File: config.mk
export PLATFORM = sky130hd
export DESIGN_NAME = sort_result_streamer
export DESIGN_NICKNAME = d
export VERILOG_FILES = /design/src/rtl/sort_result_streamer.sv
export SDC_FILE = /design/constraint.sdc
export NUM_CORES = 1
export LEC_CHECK = 0
export ABC_CLOCK_PERIOD_IN_PS = 2900
export CORE_ASPECT_RATIO = 0.6
export CORE_MARGIN = 2
export CORE_UTILIZATION = 48
export CTS_CLUSTER_DIAMETER = 120
export DETAILED_ROUTE_END_ITERATION = 7
export PLACE_DENSITY = 0.77
export SETUP_SLACK_MARGIN = 0.1
export SYNTH_ARGS = -nofsm -noshare
export SYNTH_HDL_FRONTEND = slang
export SYNTH_SLANG_ARGS = --single-unit
File: constraint.sdc
create_clock -name clk -period 2.9 [get_ports clk]
set_input_delay 0.58 -clock clk [delete_from_list [all_inputs] [get_ports clk]]
set_output_delay 0.58 -clock clk [all_outputs]
set_load 0.05 [all_outputs]
File: src/rtl/sort_result_streamer.sv
// -----------------------------------------------------------------------------
// sort_result_streamer
//
// Drains the bubble-sort processor's data memory after a sort has finished.
// On start it reads the element count n from SIZE_ADDR, then walks addresses
// 0..n-1 and streams each word out over a valid/ready interface. While the
// words pass, it checks that the array is in non-decreasing unsigned order.
// The memory read port is combinational: mem_rdata follows mem_addr within
// the same cycle, so mem_addr is registered one edge ahead of its use.
//
// Ports:
//   clk        in   clock
//   rst        in   synchronous active-high reset
//   start      in   begin a drain (only honoured in IDLE)
//   busy       out  high in every state except IDLE
//   done       out  one-cycle pulse when the drain completes
//   mem_addr   out  read address to the data memory
//   mem_rd     out  read strobe, high in READ_N and FETCH
//   mem_rdata  in   combinational read data
//   out_valid  out  out_data/out_index/out_last are valid
//   out_ready  in   consumer accepts the current word
//   out_data   out  element value
//   out_index  out  element address
//   out_last   out  marks element n-1
//   sorted_ok  out  no descending pair seen so far in this drain
//   n_clamped  out  the stored n was larger than the addressable range
// -----------------------------------------------------------------------------
module sort_result_streamer #(
  parameter int ADDR_W    = 8,
  parameter int DATA_W    = 32,
  parameter int SIZE_ADDR = 255
) (
  input  logic              clk,
  input  logic              rst,
  input  logic              start,
  output logic              busy,
  output logic              done,
  output logic [ADDR_W-1:0] mem_addr,
  output logic              mem_rd,
  input  logic [DATA_W-1:0] mem_rdata,
  output logic              out_valid,
  input  logic              out_ready,
  output logic [DATA_W-1:0] out_data,
  output logic [ADDR_W-1:0] out_index,
  output logic              out_last,
  output logic              sorted_ok,
  output logic              n_clamped
);

  typedef enum logic [2:0] {
    IDLE,
    READ_N,
    FETCH,
    SEND,
    FINISH
  } state_t;

  // Largest count that fits in an address-wide register.
  localparam logic [ADDR_W-1:0] N_MAX = '1;

  state_t              state;
  logic [ADDR_W-1:0]   n_reg;
  logic [ADDR_W-1:0]   idx;
  logic [DATA_W-1:0]   prev;

  // Saturated element count taken from the size word.
  logic                n_over;
  logic [ADDR_W-1:0]   n_sat;

  assign n_over = (mem_rdata > DATA_W'(N_MAX));
  assign n_sat  = n_over ? N_MAX : mem_rdata[ADDR_W-1:0];

  // NOTE: all state and outputs live in one clocked block and use
  // non-blocking assignments, so every register sees the pre-edge values of
  // the others regardless of statement order.
  always_ff @(posedge clk) begin
    // NOTE: the reset branch covers only control and output registers;
    // n_reg, idx and prev are always written before they are read, so they
    // are left out of reset.
    if (rst) begin
      state     <= IDLE;
      busy      <= 1'b0;
      done      <= 1'b0;
      mem_addr  <= '0;
      mem_rd    <= 1'b0;
      out_valid <= 1'b0;
      out_data  <= '0;
      out_index <= '0;
      out_last  <= 1'b0;
      sorted_ok <= 1'b1;
      n_clamped <= 1'b0;
    end else begin
      done <= 1'b0;

      case (state)
        IDLE: begin
          if (start) begin
            state     <= READ_N;
            busy      <= 1'b1;
            mem_rd    <= 1'b1;
            mem_addr  <= ADDR_W'(SIZE_ADDR);
            sorted_ok <= 1'b1;
            n_clamped <= 1'b0;
          end
        end

        READ_N: begin
          n_reg     <= n_sat;
          n_clamped <= n_over;
          if (n_sat == '0) begin
            state  <= FINISH;
            mem_rd <= 1'b0;
            done   <= 1'b1;
          end else begin
            // Present address 0 now so its data is ready during FETCH.
            idx      <= '0;
            mem_addr <= '0;
            state    <= FETCH;
          end
        end

        FETCH: begin
          out_data  <= mem_rdata;
          out_index <= idx;
          out_last  <= (idx == n_reg - ADDR_W'(1));
          if ((idx != '0) && (mem_rdata < prev)) begin
            sorted_ok <= 1'b0;
          end
          prev      <= mem_rdata;
          out_valid <= 1'b1;
          mem_rd    <= 1'b0;
          state     <= SEND;
        end

        SEND: begin
          // Outputs hold until the consumer takes the word.
          if (out_ready) begin
            out_valid <= 1'b0;
            if (out_last) begin
              state <= FINISH;
              done  <= 1'b1;
            end else begin
              idx      <= idx + ADDR_W'(1);
              mem_addr <= idx + ADDR_W'(1);
              mem_rd   <= 1'b1;
              state    <= FETCH;
            end
          end
        end

        FINISH: begin
          state <= IDLE;
          busy  <= 1'b0;
        end

        default: begin
          state <= IDLE;
          busy  <= 1'b0;
        end
      endcase
    end
  end

endmodule

==> results.cfg, run 1 <==
[run]
max_cap_viol_count = 0

[global_route]
overflow = 0
grt_pass1_wl_microns = 20330
grt_start_max_net_pins = 44
antenna_found_initial = 0
grt.total_usage = 0.2276
grt_pass1_vias = 4055

[power_and_ir_drop]
leakage_nw = 2.407
p_per_area_nw_per_um2 = 561.0
p_sw_mw = 1.036
combPwrFrac = 0.185
p_int_mw = 2.551
switching_share = 0.2889
vdd_ir_drop_max_mv = 0.3463
p_clk_frac = 0.343
p_seq_frac = 0.472

[synth]
ys_top_cells_by_area = edfxtp_1 29%, dfxtp_1 23%, ha_1 8.5%
post_synth_num_cell_types = 54
ys_seq_elements = 106
syn_area_sq_um = 5029
synth_largest_area_cell = edfxtp_1
syn_area_per_cell_sq_um = 9.652
synthArstFlopShare = 0
synth-seq-area-share = 0.5175
ys.flop_type = dfxtp_1
postSynthCellCount = 521
yosysWarnings = 0
syn_nets = 591
synth_top_area_frac = 0.2866
synth_edf_count = 48

[setup_path]
cpPeakStageDelay_ps = 910
cp_max_fo = 17
critPathKind = flop to flop
arrival_ps = 2760
cp-end-kind = flop
cp-startpoint = state[1]
path_depth = 4
cp_num_buf_inv = 1
rrSetupSlack_ps = 410
start_kind = flop
cp_data_required_time_ps = 3170
reg2reg_depth = 4
cp_slowest_cell = a32oi_1
worstReg2RegStart = state[1]
r2r-end = mem_addr[4]
crit_chain = inv_1 > a32oi_1 > a2111oi_1 > a211oi_2
crit_end = mem_addr[4]
path_delay_family = compound AO/OA/AOI/OAI gates

[timing]
rsz0062_at_grt = false
tns_ps = 0
timing.slew.headroom = 0.3083
max_freq_mhz = 401.8
fin_crit_ps = 2489
tightest_slew_ps = 1030
clock_skew_ps = 6.685
report.final.slew_viol_count = 0
hold_viol_final = 0
fin_crit_sh = 0.8583
finalSetupViolations = 0

[layout]
fillers = 825
nNetsFinal = 677
top_regs = out_data x32, prev x32
instances_no_fill = 747
multi_input_area_sq_um = 2151
antenna-diode-count = 0
layout-drive-gt1-share = 0.07680
seq_area_sq_um = 2603
area_growth_pct = 27.20

[clocking]
cts.sinks = 106
post_cts_resize_count = 0
cts_made_buffers = 9
htreeDepth = 3
postCtsSetupBuffers = 0
hold_buffers = 0
cts_root_buf = clkbuf_16
cts.clk_slew.worst_paths_ps = 70
worstSkewPairLatency_ps = 350
tritoncts = yes
clockBufferDepth = 2

[floorplanning]
fp.coreArea_sq_um = 10020
dieArea_sq_um = 11340
die_h_microns = 83.28
ios = 91
initial_core_util = 0.5019
rows = 28
die_width_microns = 136.1

[worst_hold_path]
hp-class = flop to flop

[run_status]
status = completed

[drt]
via_per_inst = 5.541
drt-pass1-iter-count = 4
drcViolationCount = 0
detail-route-antenna-nets = 0
dr.first_iter.drc_count = 300
dr_total_vias = 4139
wire_per_inst_microns = 16.94
postRouteWirelength_microns = 12660

[placed_design]
portBuffers = 90
place_congestion = 0.8931
placed_cells = 731
post-dp-hpwl_microns = 9500
==> per-stage QoR <==
step | total power [mW] | util | hold WS (ps) | setup slack [ps] | area [sq um]
after detailed placement | 2.389 | 0.6084 | 445.9 | 149.6 | 6096
final | 3.588 | 0.6384 | 456.2 | 411.0 | 6396
after global routing | 3.725 | 0.6384 | 467.6 | 258.3 | 6396
after CTS | 3.607 | 0.6384 | 455.7 | 475.0 | 6396
after global placement | 2.364 | 0.6084 | 442.4 | 251.1 | 6096
after floorplan | 2.124 | - | 573.0 | 476.0 | 5031
==> power by group through the flow <==
| stage | registers [mW] | clock network [mW] | logic [mW] |
|---|---|---|---|
| floorplan | 1.89 | 0 | 0.238 |
| global placement | 1.72 | 0 | 0.642 |
| detailed placement | 1.73 | 0 | 0.662 |
| CTS | 1.69 | 1.25 | 0.665 |
| global route | 1.70 | 1.31 | 0.715 |
| finish | 1.69 | 1.23 | 0.663 |
==> cell usage after synthesis (5+ instances only) <==
library cell and n:
a21oi_1 61, a211oi_2 5, xor2_1 7, nor3_1 9
nand2_1 93, nand3_1 11, inv_1 46, nand4_1 6
edfxtp_1 48, nor2_1 17, nor4_1 5, or3_1 11
dfxtp_1 58, xnor2_1 5, o21ai_0 12, a2111oi_1 5
clkbuf_1 27, ha_1 34
==> worst min-delay path by stage <==
stage,start,endpoint,slack (ps),depth (start not counted)
after floorplan,idx[7],out_index[7],570,2
after global placement,out_data[28],out_data[28],440,2
after detailed placement,out_data[17],out_data[17],450,2
after CTS,out_data[17],out_data[17],460,2
after global routing,out_data[10],out_data[10],470,2
final,out_index[6],out_index[6],460,2
==> metal layers <==
layer / GRT usage / vias to the layer above / part of all wire
li1: - / 2012 / -
met4: 0.04545 / 0 / 0.0066
met5: 0 / - / 0
met3: 0.06410 / 9 / 0.082
met2: 0.3463 / 170 / 0.44
met1: 0.3247 / 1948 / 0.47
==> final cells by class <==
type,instances,share of cell area
sequential,106,0.4069
clock buffer,9,0.03521
clock inverter,7,0.01174
multi-input combinational,340,0.3363
timing repair buffer,104,0.1565
inverter,46,0.02700
tap,135,0.02641
==> cells by family after synthesis <==
family,Yosys count,synth area share
xor+xnor,12,0.02090
flops,106,0.5175
fa+ha+maj,34,0.08460
simple gates,180,0.1769
buf+inv,75,0.05623
compound gates,114,0.1438
==> cell usage in the layout, fill, tap and decap left out, types with 3 or more instances in the layout <==
master            n
and3_1            4
o21ai_0          12
a211oi_1          4
inv_1            46
a211oi_2          5
nand3_1          11
buf_4            14
nand2_1          93
nand2b_1          3
nand4_1           6
ha_1             34
clkbuf_16         9
a21o_1            3
nor3_1            8
a2111oi_1         5
nor2b_1           4
nor2_1           16
dfxtp_1          58
nor4_1            5
a31oi_1           4
or3_1            11
a21oi_1          61
xnor2_1           5
nor4_2            4
xor2_1            7
edfxtp_1         48
clkdlybuf4s50_1  89
==> tightest hold or removal path, delay by kind of cell (launching register included) <==
family | cells | cell delay [ps]
flops | 1 | 310
simple gates | 1 | 50
compound gates | 1 | 50
Note: power is estimated with default switching activity, not from simulation.
==> run 2: changes to the inputs <==
- ABC_CLOCK_PERIOD_IN_PS: 2900 -> 2800
- CORE_UTILIZATION: 48 -> 50
- clock period: 2.9 -> 2.8 ns (I/O delays scaled with it)
==> run 2 against run 1 <==
  * First-iteration DRC count increased by 13%
  * Clock power is 3% lower
  * Final area increased by 0.86%
  * Register-to-register slack lost 100 ps
  * Clock skew down 1.1 ps
  * Critical path depth increased by 3
  * Utilization up 1.9 points
  * Combinational power increased by 5.4%
  * Hold slack got worse by 1.2 ps
==> results.cfg, run 2 (same netlist as run 1, synthesis figures left out) <==
[worst_hold_path]
hp-class = flop to flop

[clocking]
hold_buffers = 0
cts.clk_slew.worst_paths_ps = 70
post_cts_resize_count = 0
cts.sinks = 106
worstSkewPairLatency_ps = 360
cts_made_buffers = 9
htreeDepth = 3
cts_root_buf = clkbuf_16
tritoncts = yes
postCtsSetupBuffers = 0
clockBufferDepth = 2

[layout]
layout_common_cells = 93 x nand2_1, 89 x clkdlybuf4s50_1, 61 x a21oi_1
utilization = 0.6577
final_common_cell = nand2_1
top_regs = out_data x32, prev x32
layout-drive-gt1-share = 0.08989
area_growth_pct = 28.29
antenna-diode-count = 0
nNetsFinal = 688
fillers = 791

[timing]
report.final.slew_viol_count = 0
rsz0062_at_grt = false
finalSetupViolations = 0
timing.slew.headroom = 0.3119
hold_slack_ps = 455.0
tns_ps = 0
fin_crit_ps = 2498
clock_skew_ps = 5.545
fin_crit_sh = 0.8922
hold_viol_final = 0
max_freq_mhz = 400.3
tightest_slew_ps = 1032
setup_ws_ps = 301.8

[floorplanning]
die_h_microns = 81.68
die_width_microns = 133.5
dieArea_sq_um = 10900
fp.coreArea_sq_um = 9809
ios = 91
rows = 28
initial_core_util = 0.5126

[setup_path]
start_kind = input pin
critPathKind = input pin to flop
cp_max_fo = 10
arrival_ps = 2710
cp-end-kind = flop
cp_data_required_time_ps = 3010

[global_route]
grt_pass1_vias = 3917
grt_start_max_net_pins = 33
grt.total_usage = 0.2328
overflow = 0
grt_pass1_wl_microns = 19560
antenna_found_initial = 0

[run_status]
status = completed

[power_and_ir_drop]
vdd_ir_drop_max_mv = 0.4073
p_per_area_nw_per_um2 = 564.4
leakage_nw = 2.443
power.total_mw = 3.641

[placed_design]
place_congestion = 0.8840
portBuffers = 90
place_ws_ps = -11.14
post-dp-hpwl_microns = 9032

[run]
max_cap_viol_count = 0

[drt]
via_per_inst = 5.472
postRouteWirelength_microns = 12270
dr_total_vias = 4148
dr.first_iter.drc_count = 339
drt-pass1-iter-count = 5
drcViolationCount = 0
wire_per_inst_microns = 16.19
detail-route-antenna-nets = 0
## run 2: critical path: stages
cell             delay, ps
clkdlybuf4s50_1        440
nor4_2                 510
nand4_2                140
buf_4                  190
or3_1                  390
o31ai_2                310
a2111oi_0              160
## run 2: worst paths after layout
| kind | to | depth (start not counted) | from | slack (ps) |
|---|---|---|---|---|
| hold reg to reg | out_data[17] | 2 | out_data[17] | 450 |
| setup / recovery | state[1] | 7 | mem_rdata[26] | 300 |
| hold / removal | out_data[17] | 2 | out_data[17] | 450 |
| setup reg to reg | sorted_ok | 5 | state[1] | 310 |
## run 2: final cells by class
cell class	count	area, sq um	area share
repair buffers	115	1084	0.1680
inverters	46	172.7	0.02676
well taps	135	168.9	0.02618
multi-input cells	340	2151	0.3334
clock buffers	11	242.7	0.03763
flip-flops and latches	106	2603	0.4034
clock inverters	5	30.03	0.004655
## run 2: stage by stage
| stage | instances | instance area [sq um] |
|---|---|---|
| after floorplan | 521 | 5031 |
| after global placement | 742 | 6178 |
| after detailed placement | 742 | 6178 |
| after CTS | 758 | 6451 |
| after global routing | 758 | 6451 |
| final | 758 | 6451 |
## run 2: metal layers
layer	GRT usage	vias to the layer above	wire length [microns]
li1	-	2025	-
met1	0.3294	1949	6051
met2	0.3552	166	5166
met3	0.07531	8	1006
met4	0.04255	0	48
met5	0	-	0
## run 2: power breakdown
part	total [mW]	internal (mW)	switching, mW
clock	1.19	0.623	0.564
combinational	0.699	0.253	0.446
sequential	1.76	1.70	0.0559
==> run 3: changes to the inputs <==
- ABC_CLOCK_PERIOD_IN_PS: 2800 -> 2410
- CELL_PAD_IN_SITES_DETAIL_PLACEMENT: unset -> 1
- CELL_PAD_IN_SITES_GLOBAL_PLACEMENT: unset -> 2
- CORE_UTILIZATION: 50 -> 33
- GPL_TIMING_DRIVEN: unset -> 0
- PLACE_DENSITY: 0.77 -> unset
- PLACE_DENSITY_LB_ADDON: unset -> 0.1
- clock period: 2.8 -> 2.41 ns (I/O delays scaled with it)
==> run 3 against run 2 <==
  * Global-route usage fell by 4.5 points
  * Die area rose by 49%
  * Routed wire length rose by 19%
  * Flip-flop and latch count did not move
  * Register-to-register slack got worse by 60 ps
  * Largest power group unchanged
  * Critical endpoint is now mem_addr[5]
  * Via count rose by 0.77%
  * Clock skew rose by 7.8 ps
  * Sequential share of layout area fell by 1.5 points
  * Non-clock buffer count rose by 11
  * Power rose by 18%
  * Critical path depth rose by 1
==> results.cfg, run 3 (same netlist as run 1, synthesis figures left out) <==
[power_and_ir_drop]
p_per_area_nw_per_um2 = 643.6
vdd_ir_drop_max_mv = 0.3168
leakage_nw = 2.527
power.total_mw = 4.308

[global_route]
grt_start_max_net_pins = 19
antenna_found_initial = 0
grt_pass1_wl_microns = 23610
grt_pass1_vias = 4359
grt.total_usage = 0.1878
overflow = 0

[setup_path]
cp-end-kind = flop
cp_data_required_time_ps = 2680
critPathKind = input pin to flop
crit_chain = clkdlybuf4s50_1 > nor4_4 > nand4_4 > buf_4 > nor4_4 > buf_6 > a2111oi_2 > a211oi_2
crit_path_frequent_cell = nor4_4
worstReg2RegStart = state[2]
cp-startpoint = mem_rdata[21]
cpPeakStageDelay_ps = 510
start_kind = input pin
arrival_ps = 2450
cp_slowest_cell = clkdlybuf4s50_1
cp_max_fo = 9

[timing]
clock_skew_ps = 13.36
tightest_slew_ps = 810.9
timing.slew.headroom = 0.4594
finalSetupViolations = 0
fin_crit_sh = 0.9067
report.final.slew_viol_count = 0
hold_slack_ps = 455.3
max_freq_mhz = 457.6
fin_crit_ps = 2185
hold_viol_final = 0
rsz0062_at_grt = true

[layout]
antenna-diode-count = 0
instances_no_fill = 833
top_regs = out_data x32, prev x32
layout_common_cells = 92 x nand2_1, 78 x clkdlybuf4s50_1, 60 x a21oi_1
final_common_cell = nand2_1
layout-drive-gt1-share = 0.08976
utilization = 0.4561
final_cell_area_sq_um = 6694
area_growth_pct = 33.12
nNetsFinal = 700
fillers = 1691

[drt]
dr_total_vias = 4180
detail-route-antenna-nets = 0
wire_per_inst_microns = 17.52
drcViolationCount = 0
drt-pass1-iter-count = 4
via_per_inst = 5.018
dr.first_iter.drc_count = 176
postRouteWirelength_microns = 14600

[clocking]
worstSkewPairLatency_ps = 350
cts.sinks = 106
clockBufferDepth = 2
cts.clk_slew.worst_paths_ps = 80
cts_made_buffers = 9
cts_root_buf = clkbuf_16
tritoncts = yes
htreeDepth = 3

[floorplanning]
die_h_microns = 99.62
die_width_microns = 163.4
fp.coreArea_sq_um = 14680
initial_core_util = 0.3426
rows = 34
dieArea_sq_um = 16270
ios = 91

[placed_design]
post-dp-hpwl_microns = 10920
dpl_cell_area_sq_um = 6175
portBuffers = 89
placed_cells = 808
place_congestion = 0.7693

[worst_hold_path]
hp-class = flop to flop
worst_hold_startpoint = out_data[25]

[run]
max_cap_viol_count = 0

[run_status]
status = completed
## run 3: cell count changes in the layout (fill, tap and decap cells not counted), sizes merged
| cell | delta |
|---|---|
| dlymetal6s2s | +8 |
| buf | -16 |
| clkdlybuf4s50 | -11 |
| clkinvlp | -1 |
| nor2 | +1 |
| inv | +3 |
| dlygate4sd2 | +3 |
| clkbuf | +25 |
## run 3: per-stage QoR
step / setup TNS [ps] / setup WS (ps)
2_1_floorplan: 0 / 325.7
3_3_place_gp: -28500 / -956.8
3_5_place_dp: -35560 / -991.3
4_1_cts: 0 / 77.67
5_1_grt: 0 / 85.50
6_report: 0 / 224.7
## run 3: final cells by class
class / instances / area, sq um / share of cell area
sequential: 106 / 2603 / 0.3888
multi-input combinational: 341 / 2280 / 0.3406
timing repair buffer: 97 / 996.0 / 0.1488
tap: 198 / 247.7 / 0.03701
clock buffer: 9 / 225.2 / 0.03364
inverter: 46 / 172.7 / 0.02579
buffer: 29 / 118.9 / 0.01776
clock inverter: 7 / 51.30 / 0.007664
## run 3: report_power, final
| group | switching, mW | internal [mW] |
|---|---|---|
| clock | 0.711 | 0.712 |
| sequential | 0.0456 | 1.97 |
| combinational | 0.571 | 0.296 |
| total | 1.33 | 2.98 |
## run 3: final timing paths
path	endpoint	slack, ps	cells after the start
setup / recovery	mem_addr[5]	220	8
hold / removal	out_data[25]	460	2
setup reg to reg	prev[26]	250	6
hold reg to reg	out_data[25]	460	2
## run 3: what timing repair did
item | in CTS | in global routing
pin swaps | 6 | 3
resized for setup | 15 | 32
setup endpoints to repair | 94 | 59
cloned | 1 | 0
setup buffers | 8 | 0
hold buffers | 0 | 0
## run 3: routing by layer
layer	GRT usage	wire [microns]
met3	0.04170	666
met4	0.04289	112
met2	0.2795	6259
met5	0	0
met1	0.2769	7559
## run 3: worst max-delay path, delay by kind of cell
| kind | cells | cell delay [ps] |
|---|---|---|
| buffers and inverters | 3 | 880 |
| AO/OA/AOI/OAI | 2 | 330 |
| AND/OR/NAND/NOR | 3 | 750 |
==> variant 1 (config.mk and constraints of run 1) <==
The 5 states of `state_t` get a Gray code encoding in 3 bits.
--- a/src/rtl/sort_result_streamer.sv
+++ b/src/rtl/sort_result_streamer.sv
@@ -48,11 +48,11 @@
 );
 
   typedef enum logic [2:0] {
-    IDLE,
-    READ_N,
-    FETCH,
-    SEND,
-    FINISH
+    IDLE   = 3'b000,
+    READ_N = 3'b001,
+    FETCH  = 3'b011,
+    SEND   = 3'b010,
+    FINISH = 3'b110
   } state_t;
 
   // Largest count that fits in an address-wide register.
Function: no difference found for any inputs over 4 cycles, from zero or initial values and one cycle with rst high; so few cycles prove little.
==> variant 1 against run 1 <==
Count of clock-buffer cells in the layout grew 3. Highest routed layer unchanged. Critical endpoint is now mem_addr[2]. Global-route usage grew 0.28 points. Routed wire length shrank 5.0%. Critical path type is now in -> reg. Setup slack lost 0.16 ns. First-iteration DRC count shrank 8.7%. Area after synthesis shrank 1.5%. Cell area grew 1.3%. Total power shrank 1.4%. Die area shrank 1.5%. Critical path depth grew 4. Sequential cell count is the same. Synthesized cell count shrank 3.1%.
==> variant 1: results (changes against run 1) <==
- Placer Congestion: 0.822 (was 0.893)
- Syn Nets: 575 (was 591)
- Number of DRC markers in iteration 0: 274 (was 300)
- Synth top cells by count: 89 x nand2_1, 64 x a21oi_1, 58 x dfxtp_1 (was 93 x nand2_1, 61 x a21oi_1, 58 x dfxtp_1)
- Status: completed (unchanged)
- All-layer global routing usage: 23.0% (was 22.8%)
- Post-layout nets: 687 (was 677)
- DRT Pass-1 Iters: 7 (was 4)
- Placement-stage cell area: 0.00618 mm² (was 0.00610 mm²)
- Worst R2R End: mem_addr[2] (was mem_addr[4])
- Hpwl dp: 8980 µm (was 9500 µm)
- Area contributors post-synth: edfxtp_1 29%, dfxtp_1 23%, ha_1 8.6% (was edfxtp_1 29%, dfxtp_1 23%, ha_1 8.5%)
- Final Skew: 0.00738 ns (was 0.00668 ns)
- Placed Cells: 741 (was 731)
- Slowest stage delay, CP: 0.64 ns (was 0.91 ns)
- Critical Path Fanout Max: 7 (was 17)
- Reg2Reg Depth: 6 (was 4)
- First-pass GRT wire length: 19600 µm (was 20300 µm)
- WHS: 0.454 ns (was 0.456 ns)
- P_leak: 0.00244 µW (was 0.00241 µW)
- Critical path's slowest cell: nor4_1 (was a32oi_1)
- Vias in the first global route: 3894 (was 4055)
- Crit path max-delay family: simple AND/OR/NAND/NOR gates (was compound AO/OA/AOI/OAI gates)
- Post-synthesis instance total: 505 (was 521)
- Maximum VDD drop: 0.000315 V (was 0.000346 V)
- Layout cells sized above 1: 9.32% (was 7.68%)
- Hold EP: out_data[9] (was out_index[6])
- Largest net degree at the start of global routing: 34 (was 44)
- Fin cells: 757 (was 747)
## variant 1: cell types whose count changed after synthesis, sizes merged, moves of 5 or more
cell,run 1,this run
a211oi,9,2
a2111oi,7,2
clkbuf,27,22
nor4b,1,7
inv,46,38
## variant 1: cells by family after synthesis
family | Yosys count | synth area share, %
AND/OR/NAND/NOR | 184 | 18.3
flip-flops | 106 | 52.6
AO/OA/AOI/OAI | 105 | 13.2
buffers and inverters | 63 | 5.08
adder cells (fa/ha/maj) | 34 | 8.59
XOR/XNOR | 13 | 2.30
## variant 1: per-layer routing
layer	global-route usage [%]	vias up	part of all wire, %
met5	0	-	0
met4	5.63	0	0.85
met1	33.0	1929	49
li1	-	2015	-
met3	6.29	11	8.3
met2	34.8	166	42
## variant 1: how the worst max path moves through the flow
stage,startpoint,end,cells after the start
3_3_place_gp,mem_rdata[26],done,8
3_5_place_dp,mem_rdata[29],mem_addr[2],8
4_1_cts,mem_rdata[29],mem_addr[2],8
5_1_grt,mem_rdata[25],mem_addr[2],8
2_1_floorplan,mem_rdata[2],idx[0],5
6_report,mem_rdata[26],mem_addr[2],8
## variant 1: area by class of cell
type	instances	area share, %
flip-flops and latches	106	40.1
multi-input cells	336	32.5
repair buffers	126	18.0
clock buffers	12	3.80
well taps	135	2.61
inverters	38	2.20
clock inverters	4	0.791
## variant 1: per-stage QoR
stage	utilization [%]	total power, µW	setup slack, ns
2_1_floorplan	-	2090	0.443
3_3_place_gp	62.2	2330	-0.0346
3_5_place_dp	62.2	2350	-0.0880
4_1_cts	65.2	3560	0.264
5_1_grt	65.2	3690	0.107
6_report	65.2	3540	0.249
## variant 1: power breakdown
part | internal (µW) | total, µW | switching [µW]
clock network | 693 | 1210 | 515
logic | 248 | 637 | 389
registers | 1630 | 1690 | 57.7
total | 2580 | 3540 | 962
## variant 1: worst min-delay path, cell delays in order, from the launching register on
cell and delay, ns:
dfxtp_1 0.31, nand2_1 0.05, a21oi_1 0.05
==> variant 2 (config.mk and constraints of run 1) <==
Without the edit above. `ADDR_W`: 8 -> 7.
--- a/src/rtl/sort_result_streamer.sv
+++ b/src/rtl/sort_result_streamer.sv
@@ -26,7 +26,7 @@
 //   n_clamped  out  the stored n was larger than the addressable range
 // -----------------------------------------------------------------------------
 module sort_result_streamer #(
-  parameter int ADDR_W    = 8,
+  parameter int ADDR_W    = 7,
   parameter int DATA_W    = 32,
   parameter int SIZE_ADDR = 255
 ) (
Ports: changed (resized mem_addr and out_index); port bits go from 91 to 89. No check against the original RTL was run, so the function may have changed too.
==> variant 2 against run 1 <==
Sequential cell count is 4 lower. Setup slack got worse by 0.12 ns. Combinational power grew 16%. Cell area is 3.9% lower. Total power up 0.62%. Area after synthesis fell by 6.2%. Sequential power fell by 2%. Highest routed layer unchanged. Routed wire length down 6.9%.
==> variant 2: results (changes against run 1) <==
- Status: completed (unchanged)
- Critical path's slowest cell: clkdlybuf4s50_1 (was a32oi_1)
- Via Count: 3861 (was 4139)
- EDFF count, synth: 46 (was 48)
- Avg Cell Area, Syn: 9.69 µm² (was 9.65 µm²)
- Largest net degree at the start of global routing: 29 (was 44)
- Synth top cells by count: 94 x nand2_1, 60 x a21oi_1, 56 x dfxtp_1 (was 93 x nand2_1, 61 x a21oi_1, 58 x dfxtp_1)
- Layout cells sized above 1: 8.75% (was 7.68%)
- Placer Congestion: 0.862 (was 0.893)
- Placed Cells: 708 (was 731)
- All-layer global routing usage: 23.3% (was 22.8%)
- Vias in the first global route: 3723 (was 4055)
- Post-synthesis cell type count: 45 (was 54)
- Port Buffers: 88 (was 90)
- DRT Pass-1 Iters: 5 (was 4)
- P_leak: 0.00238 µW (was 0.00241 µW)
- GR Layer Usage met3: 6.68% (was 6.41%)
- GRT met2 Usage: 34.8% (was 34.6%)
- Complex-gate fraction of the synthesized area: 13.0% (was 14.4%)
- Post-layout nets: 659 (was 677)
- First-pass GRT wire length: 19100 µm (was 20300 µm)
- Area contributors post-synth: edfxtp_1 29%, dfxtp_1 24%, ha_1 9.0% (was edfxtp_1 29%, dfxtp_1 23%, ha_1 8.5%)
- Final wirelength: 11800 µm (was 12700 µm)
- Adder-Cell Fraction of Synth Area: 9.02% (was 8.46%)
- Hpwl dp: 8940 µm (was 9500 µm)
- Met3 Wirelength: 882 µm (was 1030 µm)
- Max_slew headroom: 51.6% (was 30.8%)
- Sequential area share after synthesis: 53.0% (was 51.8%)
- Placement-stage cell area: 0.00585 mm² (was 0.00610 mm²)
-- variant 2: area by class of cell --
| class | instances | area, µm² | share of cell area [%] |
|---|---|---|---|
| inverter | 42 | 158 | 2.56 |
| clock buffer | 12 | 268 | 4.36 |
| sequential | 102 | 2500 | 40.7 |
| multi-input combinational | 323 | 1980 | 32.2 |
| timing repair buffer | 111 | 1050 | 17.1 |
| clock inverter | 4 | 27.5 | 0.448 |
| tap | 130 | 163 | 2.65 |
-- variant 2: power breakdown --
part	total (µW)	leakage, µW	internal [µW]	switching (µW)
combinational	769	0.00137	274	495
sequential	1650	0.000867	1600	52.4
clock	1190	0.000144	659	533
total	3610	0.00238	2530	1080
-- variant 2: worst paths after layout --
check,endpoint,slack (ns),cells after the start,start
worst max-delay path,sorted_ok,0.29,7,mem_rdata[23]
worst min-delay path,out_data[8],0.45,2,out_data[8]
worst max register to register,sorted_ok,0.67,8,prev[19]
worst min register to register,out_data[8],0.45,2,out_data[8]
-- variant 2: worst register-to-register path: stages, from the launching register on --
cell,delay (ns)
edfxtp_1,0.38
inv_1,0.08
ha_1,0.26
a21oi_1,0.12
o21ai_0,0.10
a221oi_1,0.44
o221ai_1,0.29
a221oi_1,0.35
o31ai_1,0.09
-- variant 2: metrics by stage --
stage | setup WS [ns] | power [µW] | utilization (%)
5_1_grt | 0.182 | 3750 | 65.7
2_1_floorplan | 0.623 | 2150 | -
3_5_place_dp | 0.00924 | 2440 | 62.5
3_3_place_gp | 0.0399 | 2430 | 62.5
4_1_cts | 0.376 | 3630 | 65.7
6_report | 0.294 | 3610 | 65.7
-- variant 2: cell families after synthesis --
group / after synthesis
adders and majority gates: 34
buffers and inverters: 62
xor gates and xnor gates: 12
and+or+nand+nor: 175
DFF: 102
AOI/OAI and AO/OA: 102
